===== config.mk =====
export PLATFORM = sky130hd
export DESIGN_NAME = chain_sequencer_flat
export DESIGN_NICKNAME = d
export VERILOG_FILES = /design/src/rtl/chain_seq_if.sv /design/src/rtl/chain_sequencer.sv /design/src/flat_wrapper.sv
export SDC_FILE = /design/constraint.sdc
export NUM_CORES = 1
export LEC_CHECK = 0
export ABC_AREA = 1
export ABC_CLOCK_PERIOD_IN_PS = 4600
export CORE_ASPECT_RATIO = 1.25
export CORE_MARGIN = 2
export CORE_UTILIZATION = 53
export DETAILED_ROUTE_END_ITERATION = 10
export PLACE_DENSITY = 0.82
export SYNTH_ARGS = -nofsm -noshare
export SYNTH_HDL_FRONTEND = slang
export SYNTH_SLANG_ARGS = --single-unit

===== constraint.sdc =====
create_clock -name clk -period 4.6 [get_ports clk]
set_clock_uncertainty 0.15 [all_clocks]
set_input_delay 1.38 -clock clk [delete_from_list [all_inputs] [get_ports clk]]
set_output_delay 1.38 -clock clk [all_outputs]
set_load 0.03 [all_outputs]

===== src/rtl/chain_seq_if.sv =====
// chain_seq_if: controller handshake, config and chain-enable bundle for chain_sequencer
interface chain_seq_if #(
   parameter int NUM_LANES = 64,
   parameter int BURST_W   = 8,
   parameter int ROUND_W   = 8,
   parameter int CNT_W     = 32
);
   localparam int SEL_W = $clog2(NUM_LANES);
   logic                 start;
   logic                 abort;
   logic [NUM_LANES-1:0] lane_mask;
   logic [BURST_W-1:0]   burst_len;
   logic [ROUND_W-1:0]   rounds;
   logic [NUM_LANES-1:0] lane_en;
   logic [SEL_W-1:0]     lane_sel;
   logic                 busy;
   logic                 done;
   logic                 err_cfg;
   logic                 aborted;
   logic [CNT_W-1:0]     active_cycles;
   modport master (
      output start, abort, lane_mask, burst_len, rounds,
      input  lane_en, lane_sel, busy, done, err_cfg, aborted, active_cycles
   );
   modport slave (
      input  start, abort, lane_mask, burst_len, rounds,
      output lane_en, lane_sel, busy, done, err_cfg, aborted, active_cycles
   );
endinterface


===== src/rtl/chain_sequencer.sv =====
// chain_sequencer: grants one chain at a time a burst of cycles, round-robin over a latched
// lane mask for a programmed number of rounds, with start/done handshake.
module chain_sequencer #(
   parameter int NUM_LANES = 64,
   parameter int BURST_W   = 8,
   parameter int ROUND_W   = 8,
   parameter int CNT_W     = 32
) (
   input logic        clk,
   input logic        rst_n,
   chain_seq_if.slave bus
);
   localparam int SEL_W = $clog2(NUM_LANES);
   typedef enum logic [1:0] {IDLE, LOAD, RUN, DONE} state_t;
   state_t               state, state_nxt;
   logic [NUM_LANES-1:0] mask_q, above;
   logic [BURST_W-1:0]   blen_q, bcnt;
   logic [ROUND_W-1:0]   rnd_q, rcnt;
   logic [SEL_W-1:0]     sel, sel_lo, sel_up;
   logic [CNT_W-1:0]     act_cnt;
   logic                 err_q, abt_q, cfg_bad, last_beat, wrap, fin;

   function automatic logic [SEL_W-1:0] lowest(input logic [NUM_LANES-1:0] v);
      lowest = '0;
      for (int i = NUM_LANES - 1; i >= 0; i--) if (v[i]) lowest = SEL_W'(i);
   endfunction

   // Grant ends a lane when its burst runs out; an empty "above" set means a wrap.
   always_comb begin
      cfg_bad   = ~|bus.lane_mask || bus.burst_len == '0 || bus.rounds == '0;
      above     = mask_q & (({NUM_LANES{1'b1}} << sel) << 1);
      wrap      = ~|above;
      sel_lo    = lowest(mask_q);
      sel_up    = lowest(above);
      last_beat = state == RUN && bcnt == BURST_W'(1);
      fin       = last_beat && wrap && rcnt == ROUND_W'(1);
      state_nxt = state == IDLE ? (bus.start ? (cfg_bad ? DONE : LOAD) : IDLE)
                : state == DONE ? IDLE
                : (bus.abort || fin) ? DONE : RUN;
   end

   always_ff @(posedge clk or negedge rst_n) begin
      if (!rst_n) state <= IDLE;
      else state <= state_nxt;
   end

   always_ff @(posedge clk or negedge rst_n) begin
      if (!rst_n) begin
         mask_q  <= '0;
         blen_q  <= '0;
         rnd_q   <= '0;
         bcnt    <= '0;
         rcnt    <= '0;
         sel     <= '0;
         act_cnt <= '0;
         err_q   <= 1'b0;
         abt_q   <= 1'b0;
      end else begin
         if (state == IDLE && bus.start) begin
            mask_q  <= bus.lane_mask;
            blen_q  <= bus.burst_len;
            rnd_q   <= bus.rounds;
            act_cnt <= '0;
            err_q   <= cfg_bad;
            abt_q   <= 1'b0;
         end
         if (state == LOAD) begin
            sel  <= sel_lo;
            bcnt <= blen_q;
            rcnt <= rnd_q;
         end
         if (state == RUN) begin
            bcnt    <= last_beat ? blen_q : bcnt - 1'b1;
            sel     <= last_beat ? (wrap ? sel_lo : sel_up) : sel;
            rcnt    <= (last_beat && wrap) ? rcnt - 1'b1 : rcnt;
            act_cnt <= &act_cnt ? act_cnt : act_cnt + 1'b1;
         end
         if ((state == LOAD || state == RUN) && bus.abort) abt_q <= 1'b1;
      end
   end

   assign bus.lane_en       = state == RUN ? {{(NUM_LANES-1){1'b0}}, 1'b1} << sel : '0;
   assign bus.lane_sel      = state == RUN ? sel : '0;
   assign bus.busy          = state == LOAD || state == RUN;
   assign bus.done          = state == DONE;
   assign bus.err_cfg       = state == DONE && err_q;
   assign bus.aborted       = state == DONE && abt_q;
   assign bus.active_cycles = act_cnt;
endmodule


===== src/flat_wrapper.sv =====
// flat-port wrapper written by rule: the top's interface ports become plain ports
module chain_sequencer_flat 
#(
   parameter int NUM_LANES = 64,
   parameter int BURST_W   = 8,
   parameter int ROUND_W   = 8,
   parameter int CNT_W     = 32
)
  (clk, rst_n, bus_start, bus_abort, bus_lane_mask, bus_burst_len, bus_rounds, bus_lane_en, bus_lane_sel, bus_busy, bus_done, bus_err_cfg, bus_aborted, bus_active_cycles);
  chain_seq_if #(.NUM_LANES(NUM_LANES), .BURST_W(BURST_W), .ROUND_W(ROUND_W), .CNT_W(CNT_W)) bus_i ();
  input logic clk;
  input logic rst_n;
  input wire logic [$bits(bus_i.start)-1:0] bus_start;
  input wire logic [$bits(bus_i.abort)-1:0] bus_abort;
  input wire logic [$bits(bus_i.lane_mask)-1:0] bus_lane_mask;
  input wire logic [$bits(bus_i.burst_len)-1:0] bus_burst_len;
  input wire logic [$bits(bus_i.rounds)-1:0] bus_rounds;
  output wire logic [$bits(bus_i.lane_en)-1:0] bus_lane_en;
  output wire logic [$bits(bus_i.lane_sel)-1:0] bus_lane_sel;
  output wire logic [$bits(bus_i.busy)-1:0] bus_busy;
  output wire logic [$bits(bus_i.done)-1:0] bus_done;
  output wire logic [$bits(bus_i.err_cfg)-1:0] bus_err_cfg;
  output wire logic [$bits(bus_i.aborted)-1:0] bus_aborted;
  output wire logic [$bits(bus_i.active_cycles)-1:0] bus_active_cycles;
  assign bus_i.start = bus_start;
  assign bus_i.abort = bus_abort;
  assign bus_i.lane_mask = bus_lane_mask;
  assign bus_i.burst_len = bus_burst_len;
  assign bus_i.rounds = bus_rounds;
  assign bus_lane_en = bus_i.lane_en;
  assign bus_lane_sel = bus_i.lane_sel;
  assign bus_busy = bus_i.busy;
  assign bus_done = bus_i.done;
  assign bus_err_cfg = bus_i.err_cfg;
  assign bus_aborted = bus_i.aborted;
  assign bus_active_cycles = bus_i.active_cycles;
  chain_sequencer #(.NUM_LANES(NUM_LANES), .BURST_W(BURST_W), .ROUND_W(ROUND_W), .CNT_W(CNT_W)) u_core (.clk(clk), .rst_n(rst_n), .bus(bus_i));
endmodule

# Word-level counts from Yosys, hierarchy flattened
# Cells that the tools add are included.
[op_classes]
n_addsub = 3
n_eq_ne = 8
shifts = 2
muxes = 150
bitwise = 1
n_reduce_logical = 25
[ops]
columns = ["cell", "count"]
rows = [
  ["$mux W6", 133],
  ["$reduce_or A64 Y1", 2],
  ["$mux W32", 3],
  ["$and A64 B64 Y64", 1],
  ["$mux W64", 1],
  ["$shl A1 B6 Y64 const A", 1],
  ["$shl A64 B6 Y63 const A", 1],
  ["$mux W8", 6],
  ["$add A32 B1 Y32 const B", 1],
  ["$reduce_and A32 Y1", 1],
  ["$eq A8 B1 Y1 const B", 2],
  ["$logic_not A8 Y1", 2],
  ["$sub A8 B1 Y8 const B", 2],
  ["$mux W2", 4],
  ["$logic_and A1 B1 Y1", 7],
  ["$reduce_and A2 Y1", 3],
  ["$reduce_bool A2 Y1", 3],
  ["$eq A2 B2 Y1 const B", 2],
  ["$logic_or A1 B1 Y1", 4],
  ["$ne A2 B2 Y1 const B", 2],
  ["$mux W1", 3],
  ["$eq A2 B1 Y1 const B", 1],
  ["$logic_not A1 Y1", 2],
  ["$logic_not A2 Y1", 1],
  ["$ne A2 B1 Y1 const B", 1],
]
[word_totals]
ff_bits = 138
in_bits = 84
out_inout_bits = 106
elab_cells = 199

# Longest topological paths before layout
# Gate-level depths: netlist (run 1).
[depth]
depth_word = 69
mapped_depth = 65
depth_no_buf = 65

# Least setup slack after synthesis (run 1)
# OpenSTA, ideal clock, no wires.
[synth_timing]
kind = "register to register"
startpoint = "register u_core.sel[5]"
endpoint = "register u_core.sel[0]"
setup_ns = 0.122
t_arrival_ns = 3.465
required_time_ns = 4.328
path_slack_ns = 0.862
stages_incl_launch_ff = 62
path_buffers = 1
period_less_slack_ns = 3.738
cell_sequence = "dfrtp_1 clkbuf_2 nand2_1 inv_1 a21oi_2 nand2_1 nand2_1 inv_2 nand2_1 nand2_1 nand2_1 nand2_1 nand2_1 nand2_1 nand2_1 nand2_1 nand2_1 nand2_1 [26 not listed] nand2_1 nand2_1 nand2_1 nand2_1 nand2_1 nand2_1 nand2_1 nand2_1 nand2_1 nand2_1 nand2_1 nand2_1 nand2_1 nand2_1 nand2_1 nand2_1 a21oi_1 a21oi_1"
[synth_between]
elab_chain_cells = 69
word_cells_on_any_way = 70
classes_between = "1 x shift; 67 x mux; 1 x bitwise; 1 x reduce/logical"
[synth_rtl]
columns = ["item", "line", "source"]
rows = [
  ["from (decl)", "chain_sequencer.sv:19", "logic [SEL_W-1:0] sel, sel_lo, sel_up;"],
  ["from (signal assigned)", "chain_sequencer.sv:68", "sel <= sel_lo;"],
  ["from (signal assigned)", "chain_sequencer.sv:74", "sel <= last_beat ? (wrap ? sel_lo : sel_up) : sel;"],
  ["$shl A64 B6 Y63 *", "chain_sequencer.sv:31", "above = mask_q & (({NUM_LANES{1'b1}} << sel) << 1);"],
  ["$and A64 B64 Y64 *", "chain_sequencer.sv:31", ""],
  ["$mux W6 (64 in series)", "chain_sequencer.sv:25", "for (int i = NUM_LANES - 1; i >= 0; i--) if (v[i]) lowest = SEL_W'(i);"],
  ["$mux W6 * (2 in series)", "chain_sequencer.sv:74", ""],
  ["$mux W6 *", "chain_sequencer.sv:72", "if (state == RUN) begin"],
]
# Mark *: on every way between the ends. The rest lies on a longest branch, timed or not. The select of a mux whose other input is x is not followed.
# A chain may end at the register's enable or synchronous reset.

# Final worst setup path (run 1)
[layout_timing]
startpoint = "register u_core.sel[3]"
endpoint = "output bus_lane_en[32]"
[layout_between]
elab_chain_cells = 2
[layout_rtl]
columns = ["item", "line", "source"]
rows = [
  ["$shl A1 B6 Y64", "chain_sequencer.sv:82", "assign bus.lane_en = state == RUN ? {{(NUM_LANES-1){1'b0}}, 1'b1} << sel : '0;"],
  ["$mux W64", "chain_sequencer.sv:82", ""],
  ["to (decl)", "flat_wrapper.sv:18", "output wire logic [$bits(bus_i.lane_en)-1:0] bus_lane_en;"],
]
# No other way between the ends.

==> impl_metrics.py, run 1 <==
metrics = {
    "outcome": {
        "status": "complete, no violations",
    },
    "timing": {
        "hold_viol": 0,
        "setup_slack_ps": 103,
        "fin_crit_ps": 4500,
        "rsz0062_at_grt": "true",
        "finalCritPeriodShare_pct": 97.8,
        "worst_pin_slew_ps": 790,
        "max_slew_margin_pct": 46.8,
        "fin_hold_ws_ps": 333,
        "finalSetupViolations": 0,
        "fmax_mhz": 222,
        "slew_violations": 0,
    },
    "clocking": {
        "cts_made_buffers": 17,
        "htree_levels": 4,
        "cts-root-buf": "clkbuf_16",
        "cts_sinks": 138,
        "clk_pin_slew_ps": 60,
        "clockBufferDepth": 2,
        "cts_tree": "built",
        "clk_latency_ps": 440,
    },
    "job": {
        "cap_violations": 0,
    },
    "worst_setup_path": {
        "crit_type": "register to primary output",
        "crit_buf_inv": 6,
        "start_kind": "register",
        "cp_top_family": "buffers and inverters",
        "crit_path_max_incr_delay_ps": 680,
        "cpMostUsedCell": "nor2_1",
        "endpoint_kind": "primary output",
        "crit_fanout": 6,
        "critical_path.slowest_cell": "clkdlybuf4s50_1",
        "critical_path_required_ps": 3070,
        "worstPathArrival_ps": 2970,
        "crit_chain": "clkbuf_2, nor2_1, buf_4, inv_1, nor2_1, inv_1, nor2_1, inv_1, nor2_1, clkdlybuf4s50_1",
    },
    "global_routing": {
        "grt_use_met2_pct": 63.0,
        "grt_start_max_net_pins": 81,
        "grt_util_met1_pct": 40.4,
        "grt_pass1_vias": 9710,
        "antenna_found_initial": 0,
        "busiest_layer": "met2",
        "grt.met3_usage_pct": 5.50,
        "grt_pass1_wl_mm": 49.9,
        "grt_usage_pct": 35.1,
        "overflow": 0,
    },
    "synth": {
        "ys_warn_count": 0,
        "synth-edff-count": 0,
        "synth_area_leader_cell": "dfrtp_1",
        "synthArstFlopShare_pct": 100,
        "synth-seq-cells": 138,
        "syn_nets": 1530,
        "synth_most_common_cell": "nand2_1",
        "synth_common_cells": "nand2_1 (437), inv_1 (203), nor2_1 (196), dfrtp_1 (138), o21ai_0 (126)",
        "syn_inst": 1437,
        "yosysUniqueCellTypes": 47,
        "ys_top_cells_by_area": "dfrtp_1 (37%), nand2_1 (18%), inv_1 (8.2%)",
        "yosysSeqAreaShare_pct": 37.3,
        "syn_area_um2": 9250,
        "synth_top_area_share_pct": 37.3,
        "synth_ff_type": "dfrtp_1",
        "avgSynthCellArea_um2": 6.44,
    },
    "die": {
        "io_pins": 190,
        "row_count": 54,
        "coreArea_um2": 17300,
        "chipWidth_um": 122,
        "fp.dieH_um": 152,
        "start_util_pct": 53.5,
        "die_area_um2": 18500,
    },
    "placed_design": {
        "port_buffers": 189,
        "dp_slack_ps": 223,
        "routabilityCongestion": 1.02,
        "dp_hpwl_mm": 25.6,
    },
    "route": {
        "drt-total-wl_mm": 32.5,
        "first_pass_iters": 6,
        "avgRoutedWirePerCell_um": 17.3,
        "vias": 10400,
        "dr.first_iter.drc_count": 831,
        "drc": 0,
        "vias_per_cell": 5.51,
        "ant_nets": 0,
    },
    "pwr": {
        "leakagePower_uw": 0.00564,
        "combPwrFrac_pct": 57.0,
        "switching_share_pct": 51.2,
        "power.internal_uw": 4160,
        "power_switching_uw": 4370,
        "peakVddDrop_mv": 0.404,
        "pwr-share-seq_pct": 25.9,
        "power_frac_clock_pct": 17.2,
        "power.density_nw_per_um2": 697,
    },
    "final_layout": {
        "nets": 1735,
        "regArea_um2": 3460,
        "syn_to_final_growth_pct": 32.3,
        "multi_input_area_um2": 4850,
        "layout-drive-gt1-share_pct": 6.83,
        "fillerInstances": 1547,
        "diodes": 0,
    },
    "min_path": {
        "hold_class": "register to register",
    },
}
-- power groups by stage --
stage | clock (uW) | combinational [uW] | sequential [uW]
2_1_floorplan | 0 | 3120 | 2120
3_3_place_gp | 0 | 4570 | 2190
3_5_place_dp | 0 | 4620 | 2210
4_1_cts | 1470 | 4660 | 2190
5_1_grt | 1530 | 5390 | 2260
6_report | 1470 | 4860 | 2210
-- worst reg2reg max path: cells and delay by family, from the launching register on --
family | cells | cell delay, ps
AO/OA/AOI/OAI | 2 | 420
AND/OR/NAND/NOR | 12 | 2080
buffers and inverters | 7 | 1050
flip-flops | 1 | 470
-- repair_timing --
action                                  4_1_cts  5_1_grt
hold buffers                                  0        0
resized for setup                             0       24
buffers inserted                              0       12
endpoints found under the setup margin        0        2
-- layer usage --
layer / vias up / wire [um] / share of wire, %
met5: - / 0 / 0
met4: 0 / 1730 / 5.3
met3: 98 / 1520 / 4.7
met2: 366 / 16700 / 51
met1: 4864 / 12500 / 39
li1: 5029 / - / -
-- cell usage in the layout (no fill, tap or decap), types with 4 or more instances in the layout --
cell             count
a311oi_1             5
inv_1              199
nor3_1              60
dfrtp_2              7
nand2_1            433
nand2_2              5
nand4_1             22
clkdlybuf4s50_1    186
nor4_1              29
a31oi_1             14
inv_6                5
ha_1                 9
o211ai_1            12
o22ai_1              8
a21oi_1             35
dfrtp_1            131
nor2_1             194
nand3_1             33
inv_2                8
clkbuf_16           17
buf_4               37
xor2_1              15
a211oi_1             4
o21ai_0            126
-- layout make-up --
| cell class | instances | share of cell area (%) |
|---|---|---|
| multi-input cells | 1043 | 39.6 |
| flip-flops and latches | 138 | 28.3 |
| repair buffers | 228 | 18.0 |
| inverters | 214 | 6.62 |
| clock buffers | 17 | 3.48 |
| well taps | 224 | 2.29 |
| clock inverters | 15 | 1.65 |
-- registers in the layout (all words and copies together), names as in the netlist --
signal                    count
u_core.sel                    6
u_core.blen_q                 8
u_core.bcnt                   8
u_core.mask_q                64
u_core.abt_q                  1
u_core.err_q                  1
u_core.rcnt                   8
u_core.state                  2
u_core.rnd_q                  8
u_core.bus.active_cycles     32
-- worst paths after layout --
kind                                   from           endpoint  slack, ps  depth (start not counted)
max                           u_core.sel[3]    bus_lane_en[32]        100                         10
min in group asynchronous             rst_n     u_core.bcnt[4]        790                          1
max in group asynchronous             rst_n  u_core.mask_q[29]       2720                          2
min                        u_core.blen_q[1]   u_core.blen_q[1]        330                          2
min reg2reg                u_core.blen_q[1]   u_core.blen_q[1]        330                          2
max reg2reg                   u_core.sel[3]      u_core.sel[4]        320                         21
-- stage by stage --
step	power, uW	cell area (um2)	utilization [%]	setup TNS [ps]	std cells
after floorplan	5240	9250	-	0	1437
after global placement	6760	11500	66.3	0	1835
after CTS	8320	12100	69.9	0	1867
final	8540	12200	70.8	0	1879
after detailed placement	6830	11500	66.3	0	1835
after global routing	9180	12200	70.8	-283	1879
-- logic make-up after synthesis --
group           after synthesis  synth area share (%)
compound gates              228                  14.0
buf+inv                     256                  10.7
flops                       138                  37.3
fa+ha+maj                     9                  1.22
xor+xnor                     16                  1.52
simple gates                790                  35.2
No activity file was read; power rests on OpenSTA's default activity.
==> run 2, diff against run 1 <==
- ABC_AREA: 1 -> 0
- SETUP_SLACK_MARGIN: not set -> 0.2
==> impl_metrics.py, run 2 <==
metrics = {
    "worst_setup_path": {
        "crit_path_max_incr_delay_ps": 680,
        "crit_buf_inv": 2,
        "crit_type": "register to primary output",
        "endpoint_kind": "primary output",
        "critical_path.slowest_cell": "clkdlybuf4s50_1",
        "start_kind": "register",
        "worstPathArrival_ps": 2680,
        "crit_chain": "inv_1, ha_1, nor2b_1, nand2_1, nor2_1, clkdlybuf4s50_1",
        "crit_fanout": 9,
        "cp_top_family": "buffers and inverters",
        "rr_worst_depth": 8,
        "critical_path_required_ps": 3070,
        "cp.depth": 6,
    },
    "synth": {
        "synth-edff-count": 0,
        "synth-seq-cells": 138,
        "syn_inst": 1146,
        "ys_top_cells_by_area": "dfrtp_1 (36%), mux2_2 (9.5%), nor2_1 (6.1%)",
        "syn_nets": 1239,
        "avgSynthCellArea_um2": 8.45,
        "synth_common_cells": "nor2_1 (158), dfrtp_1 (138), nand2_1 (91), mux2_2 (82), o21ai_0 (76)",
        "yosysUniqueCellTypes": 94,
        "synthArstFlopShare_pct": 100,
        "synth_top_area_share_pct": 35.7,
        "ys_warn_count": 0,
        "yosysSeqAreaShare_pct": 35.7,
        "synth_area_leader_cell": "dfrtp_1",
        "syn_area_um2": 9680,
        "synth_ff_type": "dfrtp_1",
        "synth_most_common_cell": "nor2_1",
    },
    "final_layout": {
        "diodes": 0,
        "largest_register_ffs": 64,
        "nets": 1417,
        "layout_common_cells": "nor2_1 (158), clkdlybuf4s50_1 (140), dfrtp_1 (138), nand2_1 (90), mux2_2 (82)",
        "layout-drive-gt1-share_pct": 17.4,
        "syn_to_final_growth_pct": 27.4,
        "largest-register": "u_core.mask_q",
        "multi_input_area_um2": 5800,
        "fillerInstances": 1463,
        "mostFrequentLayoutCell": "nor2_1",
        "final_util_pct": 68.4,
        "regArea_um2": 3450,
        "finalNonFillerCells": 1565,
    },
    "global_routing": {
        "grt_start_max_net_pins": 79,
        "overflow": 0,
        "grt_pass1_vias": 9843,
        "antenna_found_initial": 0,
        "grt_usage_pct": 34.2,
        "grt_pass1_wl_mm": 53.1,
    },
    "clocking": {
        "cts-root-buf": "clkbuf_16",
        "clk_pin_slew_ps": 60,
        "cts_tree": "built",
        "cts_setup_buffers": 0,
        "clk_latency_ps": 440,
        "postCtsHoldBufs": 0,
        "htree_levels": 4,
        "clockBufferDepth": 2,
        "cts_made_buffers": 17,
        "ctsResizeCount": 0,
        "cts_sinks": 138,
    },
    "timing": {
        "fin_crit_ps": 4210,
        "hold_viol": 0,
        "max_slew_margin_pct": 27.7,
        "rsz0062_at_grt": "false",
        "setup_tns_ps": 0,
        "finalCritPeriodShare_pct": 91.5,
        "finalSetupViolations": 0,
        "fmax_mhz": 238,
        "worst_pin_slew_ps": 1080,
        "slew_violations": 0,
    },
    "pwr": {
        "power.density_nw_per_um2": 717,
        "peakVddDrop_mv": 0.404,
        "finalPower_uw": 8850,
        "leakagePower_uw": 0.00489,
    },
    "route": {
        "avgRoutedWirePerCell_um": 21.3,
        "vias_per_cell": 6.48,
        "ant_nets": 0,
        "vias": 10100,
        "drc": 0,
        "drt-total-wl_mm": 33.4,
        "dr.first_iter.drc_count": 892,
        "first_pass_iters": 6,
    },
    "placed_design": {
        "dp_hpwl_mm": 24.6,
        "dp_cells": 1533,
        "port_buffers": 189,
        "routabilityCongestion": 1.03,
    },
    "min_path": {
        "min_path_cells": 2,
        "hold_class": "register to register",
    },
    "die": {
        "start_util_pct": 53.7,
        "die_area_um2": 19400,
        "fp.dieH_um": 155,
        "chipWidth_um": 125,
        "coreArea_um2": 18000,
        "row_count": 55,
        "io_pins": 190,
    },
    "outcome": {
        "status": "complete, no violations",
    },
    "job": {
        "cap_violations": 0,
    },
}
## run 2: cell count changes after synthesis, moves of 13 or more
cell      delta
nor2_1      -38
nor3_1      -24
buf_2       +13
o21ai_0     -50
nand2_1    -346
a21oi_1     +28
nand2b_1    +19
and2_1      +13
mux2_2      +82
o31ai_1     +13
inv_1      -170
## run 2: layer usage
layer	part of all wire [%]	GRT usage, %	up-vias
li1	-	-	4599
met1	37	40.0	4842
met2	47	57.3	570
met3	8.6	8.15	133
met4	6.8	20.8	0
met5	0	0	-
## run 2: cell families (layout without fill, tap and decap cells)
group / after synthesis / after routing / synth area share [%]
AOI/OAI and AO/OA: 311 / 311 / 21.7
xor gates and xnor gates: 16 / 16 / 1.45
adders and majority gates: 10 / 10 / 1.27
buffers and inverters: 95 / 286 / 4.56
DFF: 138 / 138 / 35.7
muxes: 85 / 85 / 9.85
and+or+nand+nor: 491 / 491 / 25.6
## run 2: final cells by class
class | count | share of cell area (%)
clock inverters | 14 | 1.88
inverters | 34 | 1.03
multi-input cells | 913 | 47.0
well taps | 228 | 2.31
flip-flops and latches | 138 | 28.0
clock buffers | 18 | 3.56
repair buffers | 220 | 16.3
## run 2: path summary, 6_finish.rpt
path,startpoint,endpoint,slack (ps)
setup / recovery,u_core.state[0],bus_lane_en[2],390
hold / removal,u_core.err_q,u_core.err_q,340
setup reg to reg,u_core.sel[0],u_core.rcnt[0],810
hold reg to reg,u_core.err_q,u_core.err_q,340
max in group asynchronous,rst_n,u_core.sel[2],2630
min in group asynchronous,rst_n,u_core.mask_q[10],800
## run 2: metrics by stage
stage / hold WS, ps / setup slack (ps) / cell area, um2
after floorplan: 288 / 494 / 9680
after CTS: 349 / 395 / 12300
final: 344 / 391 / 12300
after detailed placement: 332 / 368 / 11700
after global routing: 367 / 229 / 12300
after global placement: 316 / 426 / 11700
## run 2: where the power goes
part | internal [uW] | total (uW) | switching [uW]
sequential | 1730 | 2600 | 869
clock | 992 | 1580 | 586
combinational | 1860 | 4670 | 2810
total | 4580 | 8850 | 4260
## run 2: worst min-delay path, delay by kind of cell, from the launching register on
kind,cells,cell delay [ps]
DFF,1,340
and+or+nand+nor,2,120
